`config.mk`:
```
export PLATFORM = sky130hd
export DESIGN_NAME = lc3b_mem_seq
export DESIGN_NICKNAME = d
export VERILOG_FILES = /design/src/rtl/lc3b_mem_seq.sv
export SDC_FILE = /design/constraint.sdc
export NUM_CORES = 1
export LEC_CHECK = 0
export CAP_MARGIN = 20
export CORE_UTILIZATION = 44
export DETAILED_ROUTE_END_ITERATION = 8
export PLACE_DENSITY = 0.82
export SLEW_MARGIN = 20
export SYNTH_ARGS = -nofsm -noshare
export SYNTH_HDL_FRONTEND = slang
export SYNTH_SLANG_ARGS = --single-unit
```
`constraint.sdc`:
```
create_clock -name clk -period 4.2 [get_ports clk]
set_input_delay 0.42 -clock clk [delete_from_list [all_inputs] [get_ports clk]]
set_output_delay 0.42 -clock clk [all_outputs]
set_load 0.005 [all_outputs]
```
`src/rtl/lc3b_mem_seq.sv`:
```
// LC-3b memory access sequencer: loads MAR from the trap vector or the
// address adder, checks word alignment, runs one memory cycle with a bounded
// wait on R, and reports completion with an error flag.
module lc3b_mem_seq #(
  parameter int TIMEOUT = 16,
  parameter int CNT_W   = 8
) (
  input  logic        clk,
  input  logic        reset,
  input  logic        req_valid,
  output logic        req_ready,
  input  logic        req_trap,
  input  logic        req_write,
  input  logic        req_byte,
  input  logic [15:0] mar_q,
  output logic        marmux_sel,
  output logic        ld_mar,
  output logic        ld_mdr,
  output logic        mem_en,
  output logic [1:0]  mem_we,
  input  logic        mem_r,
  output logic        resp_valid,
  output logic        resp_err
);

  typedef enum logic [2:0] {IDLE, LDMAR, CHECK, ACCESS, DONE} state_t;

  // Last wait-counter value before the access is declared timed out.
  localparam logic [CNT_W-1:0] CNT_LAST = CNT_W'(TIMEOUT - 1);

  state_t           state, state_nxt;
  logic             trap_q, write_q, byte_q;
  logic             err_q, err_nxt;
  logic [CNT_W-1:0] cnt, cnt_nxt;

  // State, error flag, wait counter and the latched request fields.
  always_ff @(posedge clk) begin
    if (reset) begin
      state   <= IDLE;
      err_q   <= 1'b0;
      cnt     <= '0;
      trap_q  <= 1'b0;
      write_q <= 1'b0;
      byte_q  <= 1'b0;
    end else begin
      state <= state_nxt;
      err_q <= err_nxt;
      cnt   <= cnt_nxt;
      if (state == IDLE && req_valid) begin
        // A trap fetch is always a word load, whatever the other fields say.
        trap_q  <= req_trap;
        write_q <= req_write & ~req_trap;
        byte_q  <= req_byte & ~req_trap;
      end
    end
  end

  // Next-state logic and Moore/Mealy strobes for the datapath.
  always_comb begin
    state_nxt  = state;
    err_nxt    = err_q;
    cnt_nxt    = cnt;
    req_ready  = 1'b0;
    ld_mar     = 1'b0;
    ld_mdr     = 1'b0;
    mem_en     = 1'b0;
    mem_we     = 2'b00;
    resp_valid = 1'b0;
    resp_err   = 1'b0;
    // Mux select stays put from LDMAR until the sequencer is idle again.
    marmux_sel = trap_q & (state != IDLE);
    case (state)
      IDLE: begin
        req_ready = 1'b1;
        if (req_valid) state_nxt = LDMAR;
      end
      LDMAR: begin
        ld_mar    = 1'b1;
        state_nxt = CHECK;
      end
      CHECK: begin
        if (!byte_q && mar_q[0]) begin
          err_nxt   = 1'b1;
          state_nxt = DONE;
        end else begin
          cnt_nxt   = '0;
          state_nxt = ACCESS;
        end
      end
      ACCESS: begin
        mem_en = 1'b1;
        if (write_q) mem_we = !byte_q ? 2'b11 : (mar_q[0] ? 2'b10 : 2'b01);
        // Ready beats a coincident timeout.
        if (mem_r) begin
          ld_mdr    = ~write_q;
          state_nxt = DONE;
        end else begin
          cnt_nxt = cnt + CNT_W'(1);
          if (cnt == CNT_LAST) begin
            err_nxt   = 1'b1;
            state_nxt = DONE;
          end
        end
      end
      DONE: begin
        resp_valid = 1'b1;
        resp_err   = err_q;
        err_nxt    = 1'b0;
        state_nxt  = IDLE;
      end
      default: state_nxt = IDLE;
    endcase
  end

endmodule

```
== Word level (Yosys, flattened, before mapping) ==
Cells that the tools add are included.
Operators by class
  add/sub/neg operators: 1
  equal/unequal tests: 11
  muxes and demuxes: 23
  bitwise operators: 5
  reductions and logical operators: 10
Operator list (number)
  $mux 8: 2
  $pmux 8 s2: 1
  $mux 3: 4
  $pmux 3 s4: 1
  $mux 1: 10
  $ne 2x2->1 const B: 5
  $add 8x1->8 const B: 1
  $eq 8x4->1 const B: 1
  $mux 2: 4
  $eq 3x2->1 const B: 2
  $reduce_bool 3->1: 2
  $reduce_and 4->1: 1
  $and 1x1->1: 3
  $eq 3x1->1 const B: 1
  $eq 3x3->1 const B: 1
  $logic_not 3->1: 1
  $ne 3x3->1 const B: 1
  $pmux 1 s3: 1
  $reduce_and 3->1: 1
  $logic_and 1x1->1: 2
  $not 1->1: 2
  $reduce_and 2->1: 1
  $reduce_bool 2->1: 1
  $logic_not 1->1: 1
Word-level totals
  bits in registers: 15
  input port bits: 23
  output and inout bits: 9
  logic and storage cells: 56

== Longest topological paths before layout ==
Gate-level depths: netlist (run 1).
  word-level depth: 4
  depth in mapped cells: 6

== Least setup slack after synthesis (run 1) ==
No wires, ideal clock.
  path kind: reg2out
  start: register state[0]
  end: output port ld_mar
  arrival: 0.959 ns
  data required time: 3.780 ns
  path slack: 2.821 ns
  cell stages (with the launch flop): 4
  path buffers: 1
  cell sequence: dfxtp_1 -> buf_4 -> or3b_2 -> inv_1
Between the ends
  word-level cells in the longest chain between the ends: 2
Ends and longest elaborated chain
  from (decl): RTL line 31  | state_t state, state_nxt;
  from (signal assigned): RTL line 46  | state <= state_nxt;
  $eq 3x1->1: RTL line 72  | case (state)
  $mux 1: RTL line 72
  to (decl): RTL line 17  | output logic ld_mar,
Every way passes these cells.

== Final worst setup path (run 1) ==
  start: register state[0]
  end: output port mem_we[1]
Between the ends
  word-level cells in the longest chain between the ends: 2
Ends and longest elaborated chain
  $eq 3x2->1: RTL line 72
  $mux 2: RTL line 72
  to (decl): RTL line 20  | output logic [1:0] mem_we,
Every way passes these cells.

==> summary.md, run 1 <==
| Metric | Value |
|---|---|
| EDFF count, synth | `0` |
| Yosys top cell area share | `38.3%` |
| Compound-Gate Fraction of Synth Area | `about a fifth` |
| Synth warnings | `0` |
| HPWL Detailed | `1.23 mm` |
| Final period utilization | `a little under three fifths` |
| M1 WL | `roughly 740 um` |
| Int Pwr | `roughly 0.00023 W` |
| Vias post-DR | `between 700 and 800` |
| Worst r2r src | `state[0]` |
| Simple-Gate Fraction of Synth Area | `a little over a third` |
| Fin Setup TNS | `0 ns` |
| Cts hold-fix bufs | `0` |
| VDD IR max | `between 0.15 and 0.2 mV` |
| Crit path from | `state[0]` |
| Setup Crit Path Kind | `register to output pin` |
| Clock Skew | `roughly 0.0027 ns` |
| Metal2 WL | `around 800 um` |
| Final setup fails | `0` |
| Crit path largest cell delay | `roughly 0.53 ns` |
| Sequential share of power | `approximately half` |
| ANT cells | `0` |
| Total CTS buffers | `3` |
| All-Layer GR Usage | `20.1%` |
| Measured slew at the worst slew-check pin | `approximately 0.53 ns` |
| Maximum clock path buffer count | `2` |
| DP Worst Slack | `around 2.1 ns` |
| Worst-path clk slew | `approximately 0.09 ns` |
| Post-CTS setup buffers | `0` |
| Synthesized area | `about 780 um^2` |
| Cells after Synth | `100` |
| Commonest non-fill, non-tap cell in the layout | `clkdlybuf4s50_1` |
| Critical Path AT | `slightly below 2 ns` |
| Pin count of the biggest net entering global routing | `15` |
| Switch share | `around 30%` |
| Avg Inst Size Synth | `7.85 um^2` |
| Die area | `around 0.002 mm^2` |
| Sequential share of the synthesized area | `a little under two fifths` |
| TritonCTS clock tree | `built` |
| Wire per inst | `between 10 and 15 um` |
| P_sw | `0.0000947 W` |
| Clock sink count | `15` |
| Max cap viols | `0` |
| Buf+Inv Stages, Crit Path | `2` |
| RD Place Congestion | `0.699` |
| Power share of the clock group | `between 20% and 30%` |
| Largest area contributor in the netlist | `dfxtp_1` |
| Pwr dens | `329 mW/mm^2` |
| Met3 routed WL | `roughly 95 um` |
| Worst Min Path Start | `trap_q` |
| Synth Area in XOR/XNOR | `0%` |
| Fillers | `144` |
| Pleak | `approximately 0.38 nW` |
| Mapped Nets | `about 120` |
| H-Tree Depth | `1` |
| Ranking of synthesized cells by area | `dfxtp_1 38%, a21oi_1 9.6%, nor2_1 5.3%, nand3_1 4.5%, nand2_1 3.8%` |
| Grt ovf | `0` |
| Critical path launch point type | `register` |
| Setup WS post-layout | `between 1.5 and 2 ns` |
| DR vias/cell | `around 5.6` |
| Multi-input gate area in the final layout | `447 um^2` |
| Asr flop ratio synth | `0%` |
| Antenna-violating nets left | `0` |
| Unrepaired setup endpoints after global routing | `false` |
| Area grow syn2layout | `24.9%` |
| Max_slew headroom | `between 60% and 70%` |
| Top Metal Used | `met4` |
| Vias in the first global route | `700` |
| Sequential cell area | `about 300 um^2` |
| DRC errors left | `0` |
| CP top delay family | `buffers and inverters` |
| Worst-Skew Late Latency | `approximately 0.27 ns` |
| Mux contribution to synthesized area | `0%` |
| Final hold viol count | `0` |
| Synth cell types | `31` |
| HP Class | `register to register` |
| I/O Pins | `32` |
| Drt pass-1 iters | `6` |
| Comb power frac | `approximately a quarter` |
| Layout cell share with drive strength beyond 1 | `approximately 5%` |
| Most frequent cells in the layout | `16 x clkdlybuf4s50_1, 15 x a21oi_1, 15 x dfxtp_1, 11 x nor2_1, 8 x nand2_1` |
| Std cell rows | `14` |
| Peak Freq | `between 400 and 500 MHz` |
| Worst setup EP type | `output pin` |
| CTS root buffer | `clkbuf_4` |
| Total Routed Length | `approximately 1.7 mm` |
| First-pass GRT wire length | `about 2.9 mm` |
| Post-synthesis adder-cell area fraction | `around 1.6%` |
| CTS resizes | `0` |
| CP max FO | `9` |
| Outcome | `complete, no violations` |
| Initial Util | `between 40 and 50%` |
| Nets | `143` |
| Top_reg_cell synth | `dfxtp_1` |
| Synth Register Bits | `15` |
| Die width | `between 40 and 50 um` |
| DR iter-0 viols | `34` |
| Worst-path cell chain | `nand3b_1 > inv_1 > nand2_1 > a21oi_1 > clkdlybuf4s50_1` |
| # port buffers | `16` |
| Largest family of logic cells by synthesized area | `simple AND/OR/NAND/NOR gates` |
| Antenna violations before repair | `0` |
| Core ar. | `around 0.0016 mm^2` |
| Tmin final | `2.39 ns` |
| Crit path max-delay cell type | `dfxtp_1` |
| Max-slew violations | `0` |
| Req. time, crit path | `approximately 3.8 ns` |
| Die H | `approximately 44 um` |
## routing by layer
metal | track usage (%) | vias to the layer above
met1 | 26.5 | 334
li1 | - | 393
met3 | 2.45 | 2
met2 | 32.1 | 27
met5 | 0 | -
met4 | 10.9 | 0
## path summary, 6_finish.rpt
kind | to | slack, ns | cells past startpoint
hold reg to reg | trap_q | 0.46 | 2
hold / removal | trap_q | 0.46 | 2
setup reg to reg | cnt[4] | 2.68 | 4
setup / recovery | mem_we[1] | 1.81 | 5
## final cells by class
type                            instances  area share, %
Timing Repair Buffer                   16           16.3
Tap cell                               16           2.04
Clock buffer                            4           2.68
Inverter                                7           2.68
Multi-Input combinational cell         76           45.6
Sequential cell                        15           30.7
## worst reg2reg max path: stages (launching register included)
cell and delay, ns:
dfxtp_1 0.53, nand3b_1 0.28, nor2_1 0.32, a21oi_1 0.10, a211oi_1 0.20
## power groups by stage
| stage | clock (W) | combinational, W | sequential, W |
|---|---|---|---|
| final | 0.0000809 | 0.0000767 | 0.000165 |
| after global routing | 0.0000896 | 0.0000875 | 0.000167 |
| after CTS | 0.0000838 | 0.0000774 | 0.000165 |
| after detailed placement | 0 | 0.0000771 | 0.000168 |
| after global placement | 0 | 0.0000758 | 0.000168 |
| after floorplan | 0 | 0.0000534 | 0.000160 |
## registers in the layout, indices dropped and copies added (netlist names)
name and flops:
write_q 1, err_q 1, cnt 8, byte_q 1
state 3, trap_q 1
## kinds of logic (layout without fill, tap and decap cells)
family | after synthesis | count (layout)
flip-flops | 15 | 15
buffers and inverters | 9 | 27
AND/OR/NAND/NOR | 49 | 49
adder cells (fa/ha/maj) | 1 | 1
AO/OA/AOI/OAI | 26 | 26
## cells in the mapped netlist (all sizes together), types with 2 or more instances
cell and instances:
inv 7, nand2 8, dfxtp 15, nor2b 2
nor2 11, or3 3, and2 3, a211oi 2
a21oi 15, o21ai 5, nand4b 2, nand3b 2
nand3 7, nor3b 2
## per-stage QoR
stage	hold slack, ns	utilization [%]	total power, W	instance area [um^2]	std cells
finish	0.459	62.1	0.000322	980	134
global route	0.501	62.1	0.000344	980	134
CTS	0.463	62.1	0.000326	980	134
detailed placement	0.450	60.5	0.000245	953	130
global placement	0.441	60.5	0.000243	953	130
floorplan	0.432	-	0.000213	785	100
Note: power is estimated with default switching activity, not from simulation.
==> run 2: changes to the inputs <==
--- a/config.mk
+++ b/config.mk
@@ -6,9 +6,9 @@
 export NUM_CORES = 1
 export LEC_CHECK = 0
 export CAP_MARGIN = 20
-export CORE_UTILIZATION = 44
+export CORE_UTILIZATION = 37
 export DETAILED_ROUTE_END_ITERATION = 8
-export PLACE_DENSITY = 0.82
+export PLACE_DENSITY = 0.73
 export SLEW_MARGIN = 20
 export SYNTH_ARGS = -nofsm -noshare
 export SYNTH_HDL_FRONTEND = slang
==> constraint.sdc (replaced) <==
create_clock -name clk -period 2.1 [get_ports clk]
set_input_delay 0.21 -clock clk [delete_from_list [all_inputs] [get_ports clk]]
set_output_delay 0.21 -clock clk [all_outputs]
set_load 0.005 [all_outputs]
==> summary.md, run 2 (synthesis results as in run 1) <==
| Metric | Value |
|---|---|
| Outcome | `complete, no violations` |
| Largest register FFs | `8 (unchanged)` |
| Final setup fails | `0 (unchanged)` |
| Setup WS post-layout | `0.102 ns (-1.71 ns)` |
| Tmin final | `roughly 2.0 ns` |
| Max-slew violations | `0 (unchanged)` |
| Die H | `48.0 um (+8.6%)` |
| Worst-path clk slew | `0.09 ns (about the same)` |
| Layout cell share with drive strength beyond 1 | `9.17% (+4.1 points)` |
| Clock sink count | `15 (unchanged)` |
| Unrepaired setup endpoints after global routing | `false` |
| Most frequent cells in the layout | `16 x clkdlybuf4s50_1, 15 x a21oi_1, 13 x dfxtp_1, 11 x nor2_1, 8 x nand2_1` |
| Fillers | `193 (+34%)` |
| Comb power frac | `24.2% (+0.4 points)` |
| Final hold viol count | `0 (unchanged)` |
| ANT cells | `0 (unchanged)` |
| Fin Setup TNS | `0 ns (unchanged)` |
| TritonCTS clock tree | `built` |
| Maximum clock path buffer count | `2 (unchanged)` |
| I/O Pins | `32 (unchanged)` |
| Req. time, crit path | `1.89 ns (-1.89 ns)` |
| Peak Freq | `around 500 MHz` |
| Final period utilization | `95.1%` |
| Pleak | `0.388 nW (+3.4%)` |
| Measured slew at the worst slew-check pin | `0.445 ns (-0.0798 ns)` |
| RD Place Congestion | `0.758 (+8.5%)` |
| Nets | `145 (+1.4%)` |
| Worst setup EP type | `output pin` |
| H-Tree Depth | `1 (unchanged)` |
| DP Worst Slack | `0.323 ns (-1.78 ns)` |
| DR vias/cell | `5.29 (-6.3%)` |
| Core Util, Final | `51.3% (-11 points)` |
| R2R setup slack | `0.60 ns (-2.08 ns)` |
| Int Pwr | `0.000461 W (+100%)` |
| Pin count of the biggest net entering global routing | `14 (-1)` |
| Hold Path Stages | `2 (unchanged)` |
| Buf+Inv Stages, Crit Path | `2 (unchanged)` |
| Switch share | `30.6% (+1.2 points)` |
| Antenna-violating nets left | `0 (unchanged)` |
| Critical Path AT | `1.79 ns (-0.18 ns)` |
| Reg with most FFs | `cnt` |
| Grt ovf | `0 (unchanged)` |
| CTS root buffer | `clkbuf_4` |
| Crit path max-delay cell type | `clkdlybuf4s50_1` |
| Worst-path cell chain | `or3b_2 > inv_1 > clkdlybuf4s50_1` |
| Std cell rows | `16 (+2)` |
| Top flop regs | `cnt: 8 flops, state: 3 flops` |
| Max cap viols | `0 (unchanged)` |
| VDD IR max | `0.374 mV (+100%)` |
| Vias post-DR | `777 (+2.8%)` |
| CP max FO | `9 (unchanged)` |
| All-Layer GR Usage | `17.6% (-2.5 points)` |
| Post-CTS setup buffers | `0 (unchanged)` |
| Area grow syn2layout | `29.5%` |
| Levels on crit path | `3 (-2)` |
| # port buffers | `16 (unchanged)` |
| Die area | `0.00231 mm^2 (+18%)` |
| Clock Skew | `0.00416 ns (+0.00144 ns)` |
| Wire per inst | `11.9 um (-3.2%)` |
| Pwr dens | `654 mW/mm^2 (+99%)` |
| Total CTS buffers | `3 (unchanged)` |
| CP top delay family | `buffers and inverters` |
| Sequential share of power | `50.1% (-1.0 points)` |
| Critical path launch point type | `register` |
| Crit path largest cell delay | `0.50 ns (-0.03 ns)` |
| Worst-Skew Late Latency | `0.29 ns (+0.02 ns)` |
| Antenna violations before repair | `0 (unchanged)` |
| Commonest non-fill, non-tap cell in the layout | `clkdlybuf4s50_1` |
| Max_slew headroom | `70.1% (+5.3 points)` |
| P_sw | `0.000203 W (+110%)` |
| Drt pass-1 iters | `2 (-4)` |
| Non-Filler Instances | `147 (+9.7%)` |
| Placed cells | `143 (+10%)` |
| Die width | `48.0 um (+8.6%)` |
| HP Class | `register to register` |
| HPWL Detailed | `1.34 mm (+8.6%)` |
| Total Routed Length | `1.75 mm (+6.2%)` |
| Power share of the clock group | `25.7% (+0.6 points)` |
| R2R depth | `5 (+1)` |
| Initial Util | `39.6% (-10 points)` |
| Core ar. | `0.00198 mm^2 (+26%)` |
| DRC errors left | `0 (unchanged)` |
| DR iter-0 viols | `2 (-94%)` |
| Cts hold-fix bufs | `0 (unchanged)` |
| Vias in the first global route | `646 (-7.7%)` |
| Setup Crit Path Kind | `register to output pin` |
| First-pass GRT wire length | `2.79 mm (-5.4%)` |
| Tot Pwr | `0.000664 W (+110%)` |
## run 2: changes by cell type in the layout (fill, tap and decap cells not counted), sizes merged
cell  delta
buf      +2
## run 2: path summary, 6_finish.rpt
path | startpoint | to
hold reg to reg | trap_q | trap_q
setup / recovery | state[0] | ld_mar
hold / removal | trap_q | trap_q
setup reg to reg | cnt[0] | cnt[6]
## run 2: area by class of cell
| type | count | area, um^2 | area share [%] |
|---|---|---|---|
| multi-input combinational | 76 | 452 | 44.5 |
| sequential | 15 | 303 | 29.8 |
| timing repair buffer | 18 | 175 | 17.2 |
| tap | 27 | 33.8 | 3.33 |
| clock buffer | 4 | 26.3 | 2.59 |
| inverter | 7 | 26.3 | 2.59 |
## run 2: stage by stage
stage	hold WS (ns)	instance area [um^2]
after detailed placement	0.455	982
after floorplan	0.283	785
after global routing	0.499	1020
final	0.464	1020
after CTS	0.470	1010
after global placement	0.443	982
## run 2: power by group through the flow
stage	registers [W]	logic (W)	clock network, W
2_1_floorplan	0.000320	0.000107	0
4_1_cts	0.000330	0.000162	0.000175
5_1_grt	0.000338	0.000177	0.000187
3_5_place_dp	0.000336	0.000160	0
3_3_place_gp	0.000334	0.000155	0
6_report	0.000332	0.000161	0.000171
## run 2: metal layers
metal,vias up,track usage (%),wire length (um)
met3,4,4.15,69
met5,-,0,0
met1,352,21.3,795
li1,401,-,-
met2,20,29.5,852
met4,0,7.78,35
## run 2: timing repair
| action | in CTS | in global routing |
|---|---|---|
| gates cloned | 0 | 0 |
| gates resized for setup | 1 | 2 |
| endpoints found under the setup margin | 1 | 2 |
## run 2: worst min-delay path, stage by stage, from the launching register on
cell and delay, ns:
dfxtp_1 0.32, nand2_1 0.05, a21oi_1 0.05
==> RTL edit (flow settings as in run 1) <==
Set the parameter `CNT_W` to 12 (it was 8).
--- a/src/rtl/lc3b_mem_seq.sv
+++ b/src/rtl/lc3b_mem_seq.sv
@@ -5,3 +5,3 @@
   parameter int TIMEOUT = 16,
-  parameter int CNT_W   = 8
+  parameter int CNT_W   = 12
 ) (
Function: same outputs for any inputs over 10 cycles, from zero or initial values and one cycle with reset high; that may be too few to reach the edited logic, so the function may still have changed.
==> RTL edit against run 1 <==
Non-clock buffer count unchanged; total power up 8.5%; via count up 20%; routed wire length up 21%; synthesized area up 26%; global-route usage down 1.7 points; worst setup slack better by 47 ps; design area up 23%; sequential power up 17%; sequential cell count up 4; critical path type unchanged; largest cell class unchanged; largest power group unchanged.
==> RTL edit: results (changes against run 1) <==
| Metric | Value |
|---|---|
| Worst-Margin Slew | `457 ps (-67.8 ps)` |
| Reg-to-Reg Start | `cnt[0]` |
| DRT iter0 DRCs | `5 (-85%)` |
| Global Route met1 Usage | `23.0% (-3.4 points)` |
| Post-synth top cells | `19 x dfxtp_1, 16 x a21oi_1, 11 x nand2_1` |
| # nets final | `157 (+9.8%)` |
| Global-route wire length before repair | `3540 um (+20%)` |
| P_leak | `0.000399 uW (+6.3%)` |
| Reg2Reg Capture Point | `cnt[6]` |
| Layout cells sized above 1 | `8.33% (+3.2 points)` |
| GRT Overall Usage | `18.4% (-1.7 points)` |
| Routed WL per cell | `12.6 um (+2.1%)` |
| Vias per std cell | `5.70 (+1.1%)` |
| CP peak stage delay | `520 ps` |
| Crit-path slowest cell | `clkdlybuf4s50_1` |
| Switch Pwr | `96.4 uW (+1.8%)` |
| Initial antenna violation count | `0 (unchanged)` |
| GP Congestion | `0.810 (+16%)` |
| CP Data Arrival Time | `1920 ps (-50 ps)` |
| Top Registers | `cnt (12), state (3)` |
| Leading post-synthesis cells by cell area | `dfxtp_1 38%, a21oi_1 8.1%, or3_1 5.7%` |
| HPWL after DPL | `1490 um (+21%)` |
| Reg2Reg Depth | `5 (+1)` |
| Synth unique cells | `35 (+13%)` |
| Fin Clk Skew | `6.08 ps (+3.37 ps)` |
| First-pass DRT Iterations | `4 (-2)` |
| R2R Setup Slk | `2670 ps (about the same)` |
| Max VDD drop | `0.000201 V (+9.3%)` |
| Proportion of synthesized chip area in sequential cells | `38.3% (+0.058 points)` |
| Syn Nets | `138 (+11%)` |
| Status | `complete, no violations` |
| Clk Latency, worst-skew pair | `290 ps (+20 ps)` |
| Largest net degree at the start of global routing | `11 (-4)` |
| Worst-path maximum fanout | `7 (-2)` |
| Hold slack final | `463 ps (+4.21 ps)` |
| Met2 usage in global routing | `30.8% (-1.2 points)` |
| Vias in the first global route | `870 (+24%)` |
## RTL edit: cell types whose count changed in the layout (fill, tap and decap cells not counted), sizes merged, moves of 3 or more
cell,change
o21ai,+4
dfxtp,+4
nand2,+3
nor2,-8
or3,+6
nand4,+5
## RTL edit: layout make-up
class,count,area (um^2)
fill,183,838
multi-input combinational,88,584
sequential,19,380
timing repair buffer,16,160
tap,27,33.8
clock buffer,4,26.3
inverter,5,18.8
## RTL edit: through the flow
stage	cell area [um^2]	setup WS [ps]	utilization, %	instances
2_1_floorplan	992	2800	-	114
5_1_grt	1200	1670	58.9	159
6_report	1200	1860	58.9	159
3_5_place_dp	1180	2150	57.7	155
3_3_place_gp	1180	2150	57.7	155
4_1_cts	1200	1820	58.9	159
## RTL edit: power by group through the flow
stage,combinational [uW],clock (uW),sequential (uW)
after floorplan,41.4,0,195
after global placement,65.7,0,197
after detailed placement,66.6,0,197
after CTS,67.2,94.1,193
after global routing,73.3,103,194
final,67.1,89.2,193
## RTL edit: how the worst max path moves through the flow
stage,to,slack [ps],cells after the start
6_report,mem_we[0],1860,5
5_1_grt,mem_we[0],1670,5
4_1_cts,mem_we[0],1820,5
3_5_place_dp,mem_we[1],2150,4
3_3_place_gp,mem_we[1],2150,4
2_1_floorplan,state[2],2800,4
## RTL edit: logic make-up after synthesis
kind of cell	share of synthesized area [%]
AND/OR/NAND/NOR	37.7
flip-flops	38.3
buffers and inverters	2.77
XOR/XNOR	1.77
AO/OA/AOI/OAI	18.2
adder cells (fa/ha/maj)	1.26
## RTL edit: routing by layer
metal  part of all wire, %  routed length (um)  vias to the layer above
met4                  0.65                  13                        0
met1                    48                 954                      427
li1                      -                   -                      460
met5                     0                   0                        -
met3                   4.2                  84                        2
met2                    47                 947                       18
## RTL edit: worst max-delay path, delay by kind of cell (launching register included)
| family | cells | cell delay, ps |
|---|---|---|
| AO/OA/AOI/OAI | 1 | 140 |
| buffers and inverters | 2 | 720 |
| AND/OR/NAND/NOR | 2 | 300 |
| flip-flops | 1 | 470 |
